**src/rtl/led_seq_pkg.sv**
```systemverilog
// Shared types for the LED sequencer: display modes, sweep direction and the
// width of the rate selector.
package led_seq_pkg;

  localparam int RATE_W = 4;

  typedef enum logic [1:0] {
    BINARY  = 2'd0,
    BOUNCE  = 2'd1,
    BREATHE = 2'd2,
    STATIC  = 2'd3
  } mode_t;

  typedef enum logic {
    UP   = 1'b0,
    DOWN = 1'b1
  } dir_t;

endpackage

```
**src/rtl/led_prescaler.sv**
```systemverilog
// Free-running prescaler producing one raw tick per 2^(BASE_SHIFT+rate_sel)
// clocks, with pause freezing the count and step forcing a tick while paused.
module led_prescaler
  import led_seq_pkg::*;
#(
  parameter int BASE_SHIFT = 18,
  parameter int PRESC_W    = 34
) (
  input  logic              clk,
  input  logic              reset,
  input  logic [RATE_W-1:0] rate_sel,
  input  logic              pause,
  input  logic              step,
  output logic              raw_tick
);

  logic [PRESC_W-1:0] presc_q;
  logic [PRESC_W-1:0] presc_d;
  logic [PRESC_W-1:0] mask;

  always_comb begin
    presc_d = presc_q;
    if (!pause) begin
      presc_d = presc_q + 1'b1;
    end
  end

  // The mask follows rate_sel combinationally, so a rate change takes effect
  // on the very next cycle without clearing the count.
  always_comb begin
    mask = '0;
    for (int i = 0; i < PRESC_W; i++) begin
      mask[i] = (i < (BASE_SHIFT + int'(rate_sel)));
    end
  end

  always_comb begin
    if (pause) begin
      raw_tick = step;
    end else begin
      raw_tick = ((presc_q & mask) == mask);
    end
  end

  // NOTE: sequential state is always updated with non-blocking assignments so
  // every flop samples the pre-edge values regardless of block ordering.
  always_ff @(posedge clk) begin
    if (reset) begin
      presc_q <= '0;
    end else begin
      presc_q <= presc_d;
    end
  end

endmodule

```
**src/rtl/led_sequencer.sv**
```systemverilog
// LED activity driver: binary count, bounce, PWM breathe or static pattern,
// advanced by the prescaler tick; leds and tick are registered outputs.
module led_sequencer
  import led_seq_pkg::*;
#(
  parameter int N_LEDS     = 10,
  parameter int BASE_SHIFT = 18,
  parameter int PRESC_W    = 34,
  parameter int PWM_W      = 8
) (
  input  logic              CLOCK_50,
  input  logic              reset,
  input  mode_t             mode,
  input  logic [RATE_W-1:0] rate_sel,
  input  logic              pause,
  input  logic              step,
  input  logic [N_LEDS-1:0] pattern_in,
  output logic [N_LEDS-1:0] leds,
  output logic              tick
);

  localparam int              POS_W   = $clog2(N_LEDS);
  localparam logic [POS_W-1:0] POS_MAX = POS_W'(N_LEDS - 1);
  localparam logic [PWM_W-1:0] LVL_MAX = '1;

  logic raw_tick;
  logic mode_chg;

  mode_t             mode_q;
  logic [N_LEDS-1:0] value_q,   value_d;
  logic [POS_W-1:0]  pos_q,     pos_d;
  dir_t              dir_q,     dir_d;
  logic [PWM_W-1:0]  level_q,   level_d;
  logic [PWM_W-1:0]  pwm_cnt_q, pwm_cnt_d;
  logic [N_LEDS-1:0] leds_q,    leds_d;
  logic              tick_q,    tick_d;

  led_prescaler #(
    .BASE_SHIFT (BASE_SHIFT),
    .PRESC_W    (PRESC_W)
  ) u_prescaler (
    .clk      (CLOCK_50),
    .reset    (reset),
    .rate_sel (rate_sel),
    .pause    (pause),
    .step     (step),
    .raw_tick (raw_tick)
  );

  assign mode_chg = (mode != mode_q);

  // NOTE: every variable assigned here gets a default first, so no path can
  // leave it unassigned and infer a latch.
  always_comb begin
    value_d = value_q;
    pos_d   = pos_q;
    dir_d   = dir_q;
    level_d = level_q;
    if (mode_chg) begin
      // A tick landing on the mode-change cycle is deliberately dropped.
      value_d = '0;
      pos_d   = '0;
      dir_d   = UP;
      level_d = '0;
    end else if (raw_tick) begin
      unique case (mode_q)
        BINARY: value_d = value_q + 1'b1;
        BOUNCE: begin
          if (dir_q == UP) begin
            if (pos_q == POS_MAX) begin
              pos_d = POS_MAX - 1'b1;
              dir_d = DOWN;
            end else begin
              pos_d = pos_q + 1'b1;
            end
          end else begin
            if (pos_q == '0) begin
              pos_d = POS_W'(1);
              dir_d = UP;
            end else begin
              pos_d = pos_q - 1'b1;
            end
          end
        end
        BREATHE: begin
          if (dir_q == UP) begin
            if (level_q == LVL_MAX) begin
              level_d = LVL_MAX - 1'b1;
              dir_d   = DOWN;
            end else begin
              level_d = level_q + 1'b1;
            end
          end else begin
            if (level_q == '0) begin
              level_d = PWM_W'(1);
              dir_d   = UP;
            end else begin
              level_d = level_q - 1'b1;
            end
          end
        end
        default: ;
      endcase
    end
  end

  // leds is decoded from next-state values so it moves on the same edge as
  // the state it displays, keeping it aligned with the tick output.
  always_comb begin
    pwm_cnt_d = pwm_cnt_q + 1'b1;
    tick_d    = raw_tick;
    unique case (mode)
      BINARY:  leds_d = value_d;
      BOUNCE:  leds_d = N_LEDS'(1) << pos_d;
      BREATHE: leds_d = {N_LEDS{(pwm_cnt_d < level_d)}};
      STATIC:  leds_d = pattern_in;
      default: leds_d = '0;
    endcase
  end

  always_ff @(posedge CLOCK_50) begin
    if (reset) begin
      mode_q <= BINARY;
    end else begin
      mode_q <= mode;
    end
  end

  always_ff @(posedge CLOCK_50) begin
    if (reset) begin
      value_q <= '0;
      pos_q   <= '0;
      dir_q   <= UP;
      level_q <= '0;
    end else begin
      value_q <= value_d;
      pos_q   <= pos_d;
      dir_q   <= dir_d;
      level_q <= level_d;
    end
  end

  always_ff @(posedge CLOCK_50) begin
    if (reset) begin
      pwm_cnt_q <= '0;
    end else begin
      pwm_cnt_q <= pwm_cnt_d;
    end
  end

  always_ff @(posedge CLOCK_50) begin
    if (reset) begin
      leds_q <= '0;
      tick_q <= 1'b0;
    end else begin
      leds_q <= leds_d;
      tick_q <= tick_d;
    end
  end

  assign leds = leds_q;
  assign tick = tick_q;

endmodule

```
**config.mk**
```make
export PLATFORM = sky130hd
export DESIGN_NAME = led_sequencer
export DESIGN_NICKNAME = d
export VERILOG_FILES = /design/src/rtl/led_seq_pkg.sv /design/src/rtl/led_prescaler.sv /design/src/rtl/led_sequencer.sv
export SDC_FILE = /design/constraint.sdc
export NUM_CORES = 1
export LEC_CHECK = 0
export CORE_UTILIZATION = 65
export CTS_CLUSTER_DIAMETER = 100
export DETAILED_ROUTE_END_ITERATION = 10
export GPL_TIMING_DRIVEN = 0
export PLACE_DENSITY = 0.95
export REMOVE_ABC_BUFFERS = 1
export SLEW_MARGIN = 0
export SYNTH_ARGS = -nofsm -noshare
export SYNTH_HDL_FRONTEND = slang
export SYNTH_SLANG_ARGS = --single-unit
```
**constraint.sdc**
```tcl
create_clock -name CLOCK_50 -period 12.8 [get_ports CLOCK_50]
set_clock_uncertainty 0.1 [all_clocks]
set_input_delay 3.84 -clock CLOCK_50 [delete_from_list [all_inputs] [get_ports CLOCK_50]]
set_output_delay 3.84 -clock CLOCK_50 [all_outputs]
set_load 0.01 [all_outputs]
```
## Word-level counts from Yosys, hierarchy flattened

Cells that the tools add are included.

- Bits in registers: 78
- Bits in latches: 0
- RAM bits: 0
- Bits in read-only memories: 0
- Input port bits: 20
- Output and inout port bits: 11
- Logic and storage cells: 94
- Memories: 0

- $add $sub $neg: 8
- Multiply operators: 0
- Divide/modulo/power cells: 0
- Order comparisons: 35
- Equal/unequal tests: 9
- Shift-type cells: 1
- Mux-type cells: 24
- Bitwise logic cells: 1
- Reduce and logical (&&, ||, !) cells: 7

Operators by type and width:

| kind | number |
|---|---|
| $lt 6x32->1 const A | 16 |
| $lt 5x32->1 const A | 8 |
| $lt 4x32->1 const A | 4 |
| $lt 3x32->1 const A | 2 |
| $lt 7x32->1 const A | 2 |
| $mux 8 | 6 |
| $pmux 10 s4 | 1 |
| $add 34x1->34 const B | 1 |
| $and 34x34->34 | 1 |
| $eq 34x34->1 | 1 |
| $lt 1x32->1 const A | 1 |
| $lt 2x32->1 const A | 1 |
| $mux 10 | 3 |
| $mux 4 | 6 |
| $add 8x1->8 const B | 2 |
| $add 10x1->10 const B | 1 |
| $shl 1x4->10 const A | 1 |
| $eq 8x8->1 const B | 1 |
| $logic_not 8->1 | 1 |
| $lt 8x8->1 | 1 |
| $sub 8x1->8 const B | 1 |
| $mux 1 | 7 |
| $add 5x4->6 const A | 1 |
| $eq 2x2->1 const B | 3 |
| 11 further kinds | 13 |

## Logic depth before layout (Yosys ltp)

- Depth in word-level cells: 9
- Depth in mapped cells: 24
- Gate-level depth less buffers: 21

## Cells and area by module

Synthesis repeated with hierarchy kept, for this count alone.

- Cell total of the unflattened synthesis: 587
- Area, all modules: 4828.4 sq um

By module, submodules not included:

| module | instances | cells each | area an instance (sq um) | sequential area each (sq um) |
|---|---|---|---|---|
| led_sequencer | 1 | 339 | 2797.7 | 880.8 |
| led_prescaler | 1 | 248 | 2030.7 | 680.7 |

## Worst setup path after synthesis

OpenSTA, ideal clock, no wires.

- Path type: input -> register
- Start point: input rate_sel[1]
- End point: register leds_q[8], in the netlist leds[8]
- Library setup time: 0.091 ns
- Arrival: 8.261 ns
- Required time: 12.609 ns
- Setup slack: 4.349 ns
- Stages on the path: 22
- Buffers on the path: 2
- Path through: buf_4 > inv_1 > ha_1 > buf_2 > nor2_4 > o211ai_1 > o211ai_1 > o2111ai_1 > o31ai_4 > nand3_2 > or3_1 > a21oi_1 > o21ai_0 > ha_1 > a21o_1 > a21oi_1 > o21ai_0 > a2111oi_0 > and2_1 > a41o_1 > a311oi_2 > a311oi_1

- Longest elaborated chain between the ends: 9
- Elaborated cells on any way between the ends: 47
- Classes of those cells: add/sub (1); order compare (35); eq/ne (1); shift (1); mux (8); bitwise (1)

Ends and longest elaborated chain:

| what | RTL line | RTL |
|---|---|---|
| start: declaration | led_sequencer.sv:14 | `input logic [RATE_W-1:0] rate_sel,` |
| $add 5x4->6 * | led_prescaler.sv:33 | `mask[i] = (i < (BASE_SHIFT + int'(rate_sel)));` |
| $lt 1x32->1 (tied with other cells) | led_prescaler.sv:33 |  |
| $and 34x34->34 | led_prescaler.sv:41 | `raw_tick = ((presc_q & mask) == mask);` |
| $eq 34x34->1 * | led_prescaler.sv:41 |  |
| $mux 1 * | led_prescaler.sv:38 | `if (pause) begin` |
| $mux 8 / $mux 4 (equally long branches) | led_sequencer.sv:65 | `end else if (raw_tick) begin` |
| $mux 8 / $mux 4 (equally long branches) | led_sequencer.sv:59 | `if (mode_chg) begin` |
| $lt 8x8->1 / $shl 1x4->10 (equally long branches) | led_sequencer.sv:115, led_sequencer.sv:114 |  |
| $pmux 10 s4 * | led_sequencer.sv:112 | `unique case (mode)` |
| end signal: assignment | led_sequencer.sv:156 | `leds_q <= leds_d;` |
| end: declaration | led_sequencer.sv:35 | `logic [N_LEDS-1:0] leds_q, leds_d;` |

Every way passes the cells marked *; elsewhere a longest branch is shown, timed or not.
A chain may end at the register's enable or synchronous reset.

## Final worst setup path

Same ends and word-level chain as after synthesis.

==> qor.yml <==
hp-start: "pwm_cnt_q[0]"
reg2reg_from: "u_prescaler.presc_q[3]"
n_antenna_cell: 0
pre_cts_ws_ns: 2.53
whs_path_depth: 1
pin_count: 31
cts_resized: 0
synth-edff-count: 0
start_util_pct: 67.8
synth_area_leaders: "dfxtp_1 (32%), nor2_1 (6.2%), ha_1 (5.3%)"
vias: 4709
intPower_mw: 0.338
drt-pass1-iter-count: 7
synth.avg_cell_area_sq_um: 7.87
cts_buffers: 9
p_seq_share_pct: 54.3
clk_pin_slew_ns: 0.08
initialDrtViolationCount: 320
first_global_vias: 4261
startpoint_type: "input port"
syn_inst: 628
drive_above_1_share_pct: 5.61
yosysMostFrequentCell: "nor2_1"
wl_um: 12000
powerDensity_nw_per_um2: 85.6
power.leakage_nw: 2.01
hold_class: "reg2reg"
synthArstFlopShare_pct: 0
ys.flop_type: "dfxtp_1"
status: "completed"
antenna_found_initial: 0
worst_pin_slew_ns: 0.969
grt_pass1_wl_um: 19200
die_area_sq_um: 7950
synth_top_area_share_pct: 31.6
fin_ws_ns: 2.74
row_count: 31
synthTopCellsByCount: "nor2_1 (82), dfxtp_1 (78), nand2_1 (55)"
slew_headroom_pct: 33.7
cp_max_fo: 16
area_delta_synth_final_pct: 8.89
post_cts_buffers: 0
cp.required_ns: 12.95
cts_num_sinks: 78
finalCritPeriodShare_pct: 78.6
synth-seq-cells: 78
die_height_um: 89.2
final_nets: 679
finalSetupTns_ns: 0
clk_latency_ns: 0.35
rsz0062_at_grt: "false"
max_cap_viol_count: 0
timing.final.hold_violations: 0
post_drt_via_cell_ratio: 6.35
synth.yosys.seq_area_share_pct: 31.6
port_buffers: 30
final_util_pct: 73.8
globalplace.congestion: 0.925
period_minus_slack_ns: 10.06
place_area_sq_um: 5230
drc_errors: 0
hold_end: "pwm_cnt_q[0]"
cts_buffer_depth: 2
h-tree-depth: 3
cp.arrival_ns: 10.21
timing.rr.end: "leds[8]"
p_sw_mw: 0.123
grt-ovfl-total: 0
ant_nets: 0
synth_compound_area_share_pct: 19.8
finalSetupViolCount: 0
pwr-share-comb_pct: 11.9
swShare_pct: 26.7
wl_per_cell_um: 16.2
grt_max_degree: 55
grt_use_total_pct: 30.8
hpwl_um: 8610
synthDistinctLibCells: 74
muxShareOfSynthArea_pct: 3.01
holdBufCountCts: 0
yosysTopAreaCell: "dfxtp_1"
synth-simple-area-share_pct: 28.6
cts_tree: "done"
synth_xor_xnor_area_share_pct: 7.27
ff2ff_path_depth: 18
core_sq_um: 7290
path_class: "in2reg"
crit_path_end_kind: "register"
synth_adder_area_share_pct: 5.32
reg2reg_slack_ns: 7.17
ys_warn_count: 0
die_w_um: 89.2
clock.fmax_mhz: 99.4
syn_area_sq_um: 4940
synth_top_family_by_area: "simple AND/OR/NAND/NOR gates"
drv_slew: 0
clockPowerShare_pct: 33.8
ir_drop_mv: 0.0880
ctsRootBufferMaster: "clkbuf_8"
final_area_sq_um: 5380
## critical path, cell delays in order
cell	delay (ns)
clkdlybuf4s50_1	0.61
ha_1	0.31
ha_1	0.45
o21bai_1	0.24
o2111ai_1	0.14
o21ai_0	0.20
o2111ai_1	0.19
o31ai_4	0.44
nand3_2	0.41
or3_1	0.45
a21oi_1	0.20
o21ai_0	0.13
ha_1	0.36
a21o_1	0.17
a21oi_1	0.16
o21ai_0	0.13
a2111oi_0	0.86
and2_1	0.24
a41o_1	0.22
a311oi_2	0.10
a311oi_1	0.36
## layout by cell type (no fill, tap or decap), types with 4 or more instances in the layout
cell,instances
nand3_2,5
nor2_1,82
inv_1,21
xor2_1,20
and2_1,8
nand2_1,55
o21a_1,6
o21ai_0,32
nor2b_1,12
or3_1,9
clkbuf_8,9
nand3_1,27
nand2b_1,9
a31oi_1,7
o31ai_1,4
nand4_1,11
o2111ai_1,4
clkdlybuf4s50_1,29
mux2i_1,9
dfxtp_1,78
nor3_1,17
o211ai_1,7
a21oi_1,34
a211oi_1,4
and3_1,14
and4_1,5
clkinv_2,4
xnor2_1,21
a41oi_1,4
ha_1,21
nor3b_1,5
a311oi_1,4
## cells by family (layout without fill, tap and decap cells)
family,after synthesis,count (layout)
compound gates,143,143
xor+xnor,41,41
fa+ha+maj,21,21
buf+inv,53,67
flops,78,78
mux,13,13
simple gates,279,279
## through the flow
stage	power [mW]	hold slack [ns]	std cells
global route	0.476	0.408	741
detailed placement	0.309	0.366	726
finish	0.460	0.385	741
global placement	0.306	0.356	726
CTS	0.462	0.388	741
floorplan	0.285	0.337	597
## metal layers
metal | track usage, % | share of wire (%) | up-vias | wire [um]
met1 | 36.2 | 40 | 2200 | 4810
met4 | 11.5 | 2.3 | 0 | 280
li1 | - | - | 2259 | -
met5 | 0 | 0 | - | 0
met2 | 55.1 | 51 | 212 | 6100
met3 | 6.65 | 6.6 | 38 | 790
## worst max path at each step
| stage | start | endpoint | slack, ns | cells after the start |
|---|---|---|---|---|
| finish | rate_sel[1] | leds[8] | 2.74 | 21 |
| global route | rate_sel[1] | leds[8] | 2.35 | 21 |
| CTS | rate_sel[1] | leds[8] | 2.88 | 21 |
| detailed placement | rate_sel[1] | leds[8] | 2.53 | 21 |
| global placement | rate_sel[1] | leds[8] | 2.72 | 21 |
| floorplan | rate_sel[1] | leds[8] | 4.20 | 20 |
## power by group through the flow
stage	clock [mW]	combinational (mW)	sequential [mW]
CTS	0.158	0.0539	0.250
floorplan	0	0.0291	0.256
global route	0.166	0.0594	0.250
finish	0.156	0.0549	0.250
global placement	0	0.0512	0.255
detailed placement	0	0.0533	0.255
## registers in the layout (all words and copies together), names as in the netlist, 2 cells and up
register             flops
pwm_cnt_q                8
mode_q                   2
u_prescaler.presc_q     34
level_q                  8
leds                    10
pos_q                    4
value_q                 10
## layout make-up
cell class                 instances  area (sq um)
multi-input combinational        497          3160
fill                             546          1910
sequential                        78          1560
timing repair buffer              30           295
clock buffer                      10           128
tap                               99           124
inverter                          22          82.6
clock inverter                     5          27.5
Power figures use the tool's default switching activity.
